[src/rtl/hyst_pkg.sv]
// Shared definitions for the systolic MAC processing element: default widths,
// FSM state encoding and saturation limit helpers.
package hyst_pkg;

  localparam int DEF_REG_WIDTH  = 16;
  localparam int DEF_VECTOR     = 2;
  localparam int DEF_ACC_WIDTH  = 40;
  localparam int DEF_KLEN_WIDTH = 8;

  typedef enum logic [1:0] {IDLE, ACCUM, FLUSH, HOLD} pe_state_t;

  // Limits are returned sign-extended to 64 bits; callers truncate to their width.
  function automatic logic [63:0] sat_max(input int w);
    return (64'd1 << (w - 1)) - 64'd1;
  endfunction

  function automatic logic [63:0] sat_min(input int w);
    return ~((64'd1 << (w - 1)) - 64'd1);
  endfunction

endpackage

[src/rtl/pe_mult_stage.sv]
// First MAC pipeline stage: registers the per-lane signed products of an
// accepted beat together with its valid/last sideband.
module pe_mult_stage
  import hyst_pkg::*;
#(
  parameter int REG_WIDTH = DEF_REG_WIDTH,
  parameter int VECTOR    = DEF_VECTOR
) (
  input  logic                          clk,
  input  logic                          rst,
  input  logic                          in_fire,
  input  logic                          in_last,
  input  logic signed [REG_WIDTH-1:0]   a_in [VECTOR-1:0],
  input  logic signed [REG_WIDTH-1:0]   b_in [VECTOR-1:0],
  output logic signed [2*REG_WIDTH-1:0] p    [VECTOR-1:0],
  output logic                          s1_valid,
  output logic                          s1_last
);

  localparam int PW = 2 * REG_WIDTH;

  for (genvar gi = 0; gi < VECTOR; gi++) begin : g_lane
    always_ff @(posedge clk) begin
      if (rst) begin
        p[gi] <= '0;
      end else if (in_fire) begin
        p[gi] <= PW'(a_in[gi]) * PW'(b_in[gi]);
      end
    end
  end

  always_ff @(posedge clk) begin
    if (rst) begin
      s1_valid <= 1'b0;
      s1_last  <= 1'b0;
    end else begin
      s1_valid <= in_fire;
      s1_last  <= in_fire & in_last;
    end
  end

endmodule

[src/rtl/systolic_pe_mac.sv]
// Systolic-array MAC processing element: accumulates k_len lane dot products
// per tile and presents the result on a valid/ready register. Saturating
// accumulation is enabled by defining HYST_PE_SATURATE_EN.
module systolic_pe_mac
  import hyst_pkg::*;
#(
  parameter int REG_WIDTH  = DEF_REG_WIDTH,
  parameter int VECTOR     = DEF_VECTOR,
  parameter int ACC_WIDTH  = DEF_ACC_WIDTH,
  parameter int KLEN_WIDTH = DEF_KLEN_WIDTH
) (
  input  logic                        clk,
  input  logic                        rst,
  input  logic                        in_valid,
  output logic                        in_ready,
  input  logic signed [REG_WIDTH-1:0] a_in [VECTOR-1:0],
  input  logic signed [REG_WIDTH-1:0] b_in [VECTOR-1:0],
  input  logic [KLEN_WIDTH-1:0]       k_len,
  output logic                        out_valid,
  input  logic                        out_ready,
  output logic [ACC_WIDTH-1:0]        acc_out,
  output logic                        ovf
);

  localparam int PW = 2 * REG_WIDTH;

  pe_state_t             state_reg, state_next;
  logic [KLEN_WIDTH-1:0] count_reg, count_next;
  logic [KLEN_WIDTH-1:0] klen_reg, klen_next;
  logic [KLEN_WIDTH-1:0] klen_eff;
  logic                  in_fire, out_fire, beat_last;
  logic signed [PW-1:0]  p [VECTOR-1:0];
  logic                  s1_valid, s1_last;
  logic [ACC_WIDTH-1:0]  acc_reg, lane_sum, add_result;

  assign in_ready = !rst && (state_reg == IDLE || state_reg == ACCUM);
  assign in_fire  = in_valid && in_ready;
  assign out_fire = out_valid && out_ready;
  assign klen_eff = (k_len == '0) ? KLEN_WIDTH'(1) : k_len;

  pe_mult_stage #(
    .REG_WIDTH(REG_WIDTH),
    .VECTOR   (VECTOR)
  ) u_mult (
    .clk     (clk),
    .rst     (rst),
    .in_fire (in_fire),
    .in_last (beat_last),
    .a_in    (a_in),
    .b_in    (b_in),
    .p       (p),
    .s1_valid(s1_valid),
    .s1_last (s1_last)
  );

  always_comb begin
    state_next = state_reg;
    count_next = count_reg;
    klen_next  = klen_reg;
    beat_last  = 1'b0;
    case (state_reg)
      IDLE: begin
        beat_last = (klen_eff == KLEN_WIDTH'(1));
        if (in_fire) begin
          klen_next  = klen_eff;
          count_next = KLEN_WIDTH'(1);
          state_next = beat_last ? FLUSH : ACCUM;
        end
      end
      ACCUM: begin
        beat_last = (count_reg == klen_reg - KLEN_WIDTH'(1));
        if (in_fire) begin
          count_next = count_reg + KLEN_WIDTH'(1);
          if (beat_last) state_next = FLUSH;
        end
      end
      FLUSH: begin
        if (s1_valid && s1_last) state_next = HOLD;
      end
      HOLD: begin
        if (out_fire) begin
          state_next = IDLE;
          count_next = '0;
        end
      end
      default: state_next = IDLE;
    endcase
  end

  // Lane products are sign-extended to the accumulator width before summing.
  always_comb begin
    lane_sum = '0;
    for (int i = 0; i < VECTOR; i++) begin
      lane_sum = lane_sum + {{(ACC_WIDTH - PW){p[i][PW-1]}}, p[i]};
    end
  end

`ifdef HYST_PE_SATURATE_EN
  logic [ACC_WIDTH-1:0] raw_sum;
  logic                 sat_hit, ovf_tile_reg, ovf_reg;

  always_comb begin
    raw_sum    = acc_reg + lane_sum;
    sat_hit    = (acc_reg[ACC_WIDTH-1] == lane_sum[ACC_WIDTH-1]) &&
                 (raw_sum[ACC_WIDTH-1] != acc_reg[ACC_WIDTH-1]);
    add_result = raw_sum;
    if (sat_hit) begin
      add_result = acc_reg[ACC_WIDTH-1] ? ACC_WIDTH'(sat_min(ACC_WIDTH))
                                        : ACC_WIDTH'(sat_max(ACC_WIDTH));
    end
  end

  always_ff @(posedge clk) begin
    if (rst) begin
      ovf_tile_reg <= 1'b0;
      ovf_reg      <= 1'b0;
    end else begin
      if (s1_valid) begin
        if (s1_last) begin
          ovf_reg      <= ovf_tile_reg | sat_hit;
          ovf_tile_reg <= 1'b0;
        end else begin
          ovf_tile_reg <= ovf_tile_reg | sat_hit;
        end
      end
      if (out_fire) ovf_reg <= 1'b0;
    end
  end

  assign ovf = ovf_reg;
`else
  assign add_result = acc_reg + lane_sum;
  assign ovf        = 1'b0;
`endif

  always_ff @(posedge clk) begin
    if (rst) begin
      state_reg <= IDLE;
      count_reg <= '0;
      klen_reg  <= '0;
      acc_reg   <= '0;
      acc_out   <= '0;
      out_valid <= 1'b0;
    end else begin
      state_reg <= state_next;
      count_reg <= count_next;
      klen_reg  <= klen_next;
      if (s1_valid) begin
        if (s1_last) begin
          acc_out   <= add_result;
          out_valid <= 1'b1;
          acc_reg   <= '0;
        end else begin
          acc_reg <= add_result;
        end
      end
      if (out_fire) out_valid <= 1'b0;
    end
  end

endmodule

[config.mk]
export PLATFORM = sky130hd
export DESIGN_NAME = systolic_pe_mac
export DESIGN_NICKNAME = d
export VERILOG_FILES = /design/src/rtl/hyst_pkg.sv /design/src/rtl/pe_mult_stage.sv /design/src/rtl/systolic_pe_mac.sv
export SDC_FILE = /design/constraint.sdc
export NUM_CORES = 2
export LEC_CHECK = 0
export BUFFER_PORTS_ARGS = -buffer_cell sky130_fd_sc_hd__buf_4
export CAP_MARGIN = 20
export CORE_ASPECT_RATIO = 0.6
export CORE_MARGIN = 4
export CORE_UTILIZATION = 30
export DETAILED_ROUTE_END_ITERATION = 12
export GPL_ROUTABILITY_DRIVEN = 0
export PLACE_DENSITY = 0.57
export REMOVE_ABC_BUFFERS = 1
export SYNTH_ARGS = -nofsm -noshare
export SYNTH_HDL_FRONTEND = slang
export SYNTH_SLANG_ARGS = --single-unit
[constraint.sdc]
create_clock -name clk -period 6.4 [get_ports clk]
set_clock_uncertainty 0.05 [all_clocks]
set_input_delay 1.28 -clock clk [delete_from_list [all_inputs] [get_ports clk]]
set_output_delay 1.28 -clock clk [all_outputs]
set_load 0.05 [all_outputs]
After elaboration in Yosys (flattened, before gate mapping). Index checks and enable logic that the tools add are counted.

Input port bits: 76. Logic and storage cells: 55. Bits in registers: 165.

Reductions and logical operators: 14. $mul: 2. Bitwise logic cells: 1. Add/subtract/negate cells: 4. Equality and inequality tests: 10. Mux-type cells: 14.

Operator list (number): $mul 16x16->32 (2); $add 40x40->40 (1); $mux 40 (1); $add 32x32->33 (1); $mux 8 (4); $pmux 8 s3 (1); $mux 2 (6); $add 8x1->8 const B (1); $eq 8x1->1 const B (1); $eq 8x8->1 (1); $logic_not 8->1 (1); $pmux 2 s4 (1); $sub 8x1->8 const B (1); $ne 2x1->1 const B (3); $reduce_and 5->1 (1); $eq 2x2->1 const B (2); $logic_and 1x1->1 (4); $ne 2x2->1 const B (2); $reduce_and 2->1 (2); $reduce_and 4->1 (1); $reduce_bool 3->1 (1); $eq 2x1->1 const B (1); $logic_not 2->1 (1); $pmux 1 s2 (1); other kinds (4) (4).

Logic depth before layout (Yosys ltp).
Depth in word-level cells: 6. Gate-level depth with buffers: 25. Depth with buffers taken out: 24.

Hierarchy. Synthesis repeated with hierarchy kept, for this count alone.

Cells, all modules: 3422. Area, all modules: 29936.2 µm².

By module, submodules not included: pe_mult_stage (cells each 2402, area an instance 21983.6 µm², times used 1); systolic_pe_mac (cells each 1020, area an instance 7952.6 µm², times used 1).

Least setup slack after synthesis. OpenSTA, ideal clock, no wires.

Kind: input -> register. Start point: input port a_in[11] (netlist bit). End point: register u_mult.p[31] (netlist bit). Library setup time: 0.120 ns. Setup slack: -0.439 ns. Data arrival time: 6.668 ns. Path buffers: 1. Stages on the path: 20. Required time: 6.230 ns. Path through: clkbuf_1 > nand2_1 > fa_1 > fa_1 > fa_1 > inv_1 > fa_1 > fa_1 > inv_1 > fa_1 > inv_1 > ha_1 > nand3_1 > o41a_1 > a311oi_2 > nand2_1 > a31o_2 > o21ai_1 > mux2i_1 > nand2_1.

Cells in the longest elaborated chain, start to end: 1.

Ends and longest elaborated chain: start: declaration (RTL line systolic_pe_mac.sv:16) `input logic signed [REG_WIDTH-1:0] a_in [VECTOR-1:0],`; $mul 16x16->32 (RTL line pe_mult_stage.sv:27) `p[gi] <= PW'(a_in[gi]) * PW'(b_in[gi]);`; end signal: indexed assignment (RTL line pe_mult_stage.sv:27); end: declaration (RTL line pe_mult_stage.sv:15) `output logic signed [2*REG_WIDTH-1:0] p [VECTOR-1:0],`.

No other way between the ends. A chain may end at the register's enable or synchronous reset.

Worst setup path in the final report.
Start point: input port b_in[19] (netlist bit). End point: register u_mult.p[61] (netlist bit).

Cells in the longest elaborated chain, start to end: 1.

Ends and longest elaborated chain: start: declaration (RTL line systolic_pe_mac.sv:17) `input logic signed [REG_WIDTH-1:0] b_in [VECTOR-1:0],`; $mul 16x16->32 (RTL line pe_mult_stage.sv:27).

No other way between the ends.

==> run summary <==
The flow ran to the end, but the final reports show violations. The checks that failed: setup timing. The number of antenna-violating nets in the routed design came out at 0. The die covers about 0.10 sq mm. The count of yosys warnings during synthesis came out at 0. The overflow left after global routing is 0. By startpoint and endpoint, the worst setup path is classified as in2reg. After detailed routing, the average wire length per cell comes to 15.9 microns. The register with the most flip-flops in the layout has 64 of them. The wire length reported by the detailed router is 79.8 mm. Clock tree synthesis selected as its root buffer the cell clkbuf_16.

The number of unique standard cell types used by synthesis is 81. The area growth from synthesis to layout is 21.5%. The count of input and output buffers came out at 117. The summed negative setup slack over all endpoints is -0.0922 ns. The number of hold buffers added after CTS is 0.

The maximum number of pins on one net before global-route repair came out at 85. In this run, synthesis inferred 0 flip-flops with an integrated enable. The number of diodes added for antenna fixing came out at 0. TritonCTS built the clock tree. The number of max-capacitance violations reported is 0. Of all cell types, the one taking the most synthesized area is fa_1. Counting I/O delays and the setup requirement, the final critical path takes 6.47 ns. The number of global-route vias before repair came to 23600. The biggest fanout along the worst timing path came out at 11. The register clock-pin slew on the reported worst setup and hold paths came out at 0.07 ns. The number of buffers on the longest clock path came out at 2.

The worst path setup slack after routing came out at -0.0681 ns. The final-report hold violation count was 0. Setup violations remaining at the end of the flow were counted as 4. The area of the core region is roughly 0.096 sq mm.

After legalization and detailed placement, the total HPWL measured 67.6 mm. The synthesized design devotes to its leading area cell type between 30% and 40% of total area. The number of buffers inserted during clock tree synthesis is 17. The chip width is approximately 400 microns. The total count of max-transition violations in the final report came to 0.

The number of nets at the end of the flow is between 4000 and 5000. The signal arrival time at the worst endpoint is slightly below 7 ns. The number of standard-cell rows in the floorplan came out at 88. Using the TritonRoute via totals, the vias-per-cell ratio works out to approximately 4.7.

The number of synthesized register bits came out at 165. For this block, the initial DRC count from the detailed router was 1540. The slew at the pin closest to its max-slew limit came out at 0.982 ns. STA classifies the critical path endpoint as a flip-flop. The fill cell instance count of the final layout came out at 9930. Cells with a size suffix above 1 make up 18.0% of the layout. The final cycle utilization of the critical path came out at 101%. Yosys attributes the largest share of cell area to fa_1 36%, dfxtp_1 11%, ha_1 10%, inv_1 8.2%, and2_1 5.5%.

The average footprint of a synthesized cell came out at 8.69 sq um. Measured along the y axis, the die boundary spans 249 microns. The first-pass GRT wire length came out at 130 mm. The boundary pin count is about 120. Data on the critical path is required at its endpoint by about 6.7 ns.

The tightest min-delay check is of the reg2reg type. The post-synthesis instance area came out at 0.0291 sq mm. Setup repair after global routing could not meet its margin everywhere. The count of H-tree levels built during CTS is 4. The detailed-route via count came out at 23400.

The first TritonRoute pass finished after 5 iterations. The sequential area share after synthesis came out at 11.3%. The global routing usage summed across all routing layers came out at 15.7%. The number of antenna violations at the first check in global routing came to 0.

Leaving out fill and tap cells, the most frequent cells in the layout are 618 x inv_1, 494 x fa_1, 388 x nand2_1, 388 x buf_4, 236 x and2_1. After synthesis, the share of flip-flops with an asynchronous set or reset is 0%. The count of mapped cells out of synthesis is between 3000 and 4000. The sort of element at the start of the critical path is an input port. At the later pin of the worst-skew pair, clock insertion delay measures 0.46 ns. The worst slew margin relative to its limit came out at about a third. For this run, the top clock speed supported by timing is 155 MHz.

The total DRC errors in the routed layout came out at 0. The number of sinks on the clock net came out at 165. For this configuration, the core starts out at a cell density of 30.3%. The library cell used most frequently in the layout, excluding fill and tap cells, is inv_1. Among all flip-flop cells after synthesis, the most frequent one is dfxtp_1.
-- layout make-up --
class | instances | area, sq um | share of cell area (%)
Clock buffer | 18 | 439 | 1.24
Tap cell | 1305 | 1630 | 4.61
Timing Repair Buffer | 452 | 3770 | 10.6
Inverter | 643 | 2420 | 6.83
Clock inverter | 13 | 141 | 0.399
Sequential cell | 165 | 3300 | 9.33
Multi-Input combinational cell | 2427 | 23700 | 67.0
-- per-layer routing --
layer / share of wire [%] / global-route usage (%) / vias up
met2: 40 / 22.0 / 477
met3: 5.8 / 2.79 / 42
met4: 0.77 / 1.65 / 0
li1: - / - / 11300
met1: 53 / 25.4 / 11600
met5: 0 / 0 / -
-- worst paths after layout --
kind / startpoint / endpoint / slack (ns) / depth (start not counted)
min reg2reg: acc_out[24]$_SDFFE_PP0P_ / acc_out[24]$_SDFFE_PP0P_ / 0.40 / 2
max reg2reg: u_mult.p[0]$_SDFFE_PP0P_ / acc_reg[39]$_SDFFE_PP0P_ / 0.72 / 21
max: b_in[19] / u_mult.p[61]$_SDFFE_PP0P_ / -0.07 / 21
min: acc_out[24]$_SDFFE_PP0P_ / acc_out[24]$_SDFFE_PP0P_ / 0.40 / 2
-- stage by stage --
stage / area [sq um] / setup WS, ns / utilization, % / hold slack (ns) / instances
global route: 35400 / -0.250 / 36.8 / 0.426 / 5023
CTS: 34700 / -0.0220 / 36.0 / 0.407 / 5009
floorplan: 28700 / -0.296 / - / 0.380 / 3235
detailed placement: 33600 / -0.748 / 35.0 / 0.398 / 4972
global placement: 33600 / -0.715 / 35.0 / 0.392 / 4972
finish: 35400 / -0.0681 / 36.8 / 0.404 / 5023
-- cell usage after synthesis (14+ instances only) --
cell,n
a21oi_1,147
and3_1,14
a21o_1,47
a31oi_1,16
and2_1,254
a22oi_1,24
o211ai_1,18
nand4_1,15
fa_1,526
inv_1,640
nor2_1,139
o21bai_1,16
ha_1,241
xnor2_1,85
nand2_1,397
o21ai_1,23
dfxtp_1,165
nand2b_1,25
nor3_1,35
o21ai_0,93
clkbuf_1,111
xor2_1,58
nand3_1,91
-- critical path: stages --
cell and delay (ns):
buf_6 0.13, and2_4 0.16, fa_1 0.56, inv_2 0.05, fa_2 0.55, inv_1 0.05, fa_1 0.54, fa_2 0.44
fa_1 0.48, inv_1 0.05, fa_1 0.47, inv_1 0.04, ha_2 0.17, buf_6 0.12, or3_4 0.36, a41o_4 0.28
a211oi_4 0.37, o311ai_2 0.14, a21oi_1 0.18, xor2_1 0.22, o21ai_1 0.07
-- cell families after synthesis --
kind of cell | Yosys count | share of synthesized area (%)
simple gates | 1017 | 16.8
flops | 165 | 11.3
compound gates | 493 | 11.0
fa+ha+maj | 767 | 46.5
mux | 6 | 0.210
xor+xnor | 143 | 4.30
other cells | 1 | 0.0129
buf+inv | 763 | 9.84
-- timing repair --
item,4_1_cts,5_1_grt
endpoints found under the setup margin,21,28
pin swaps,71,129
resized for setup,95,158
setup buffers,7,14
Power is left out: the tool's default activity adds up to more than one toggle a clock period on the data nets, which glitch-free logic cannot reach.
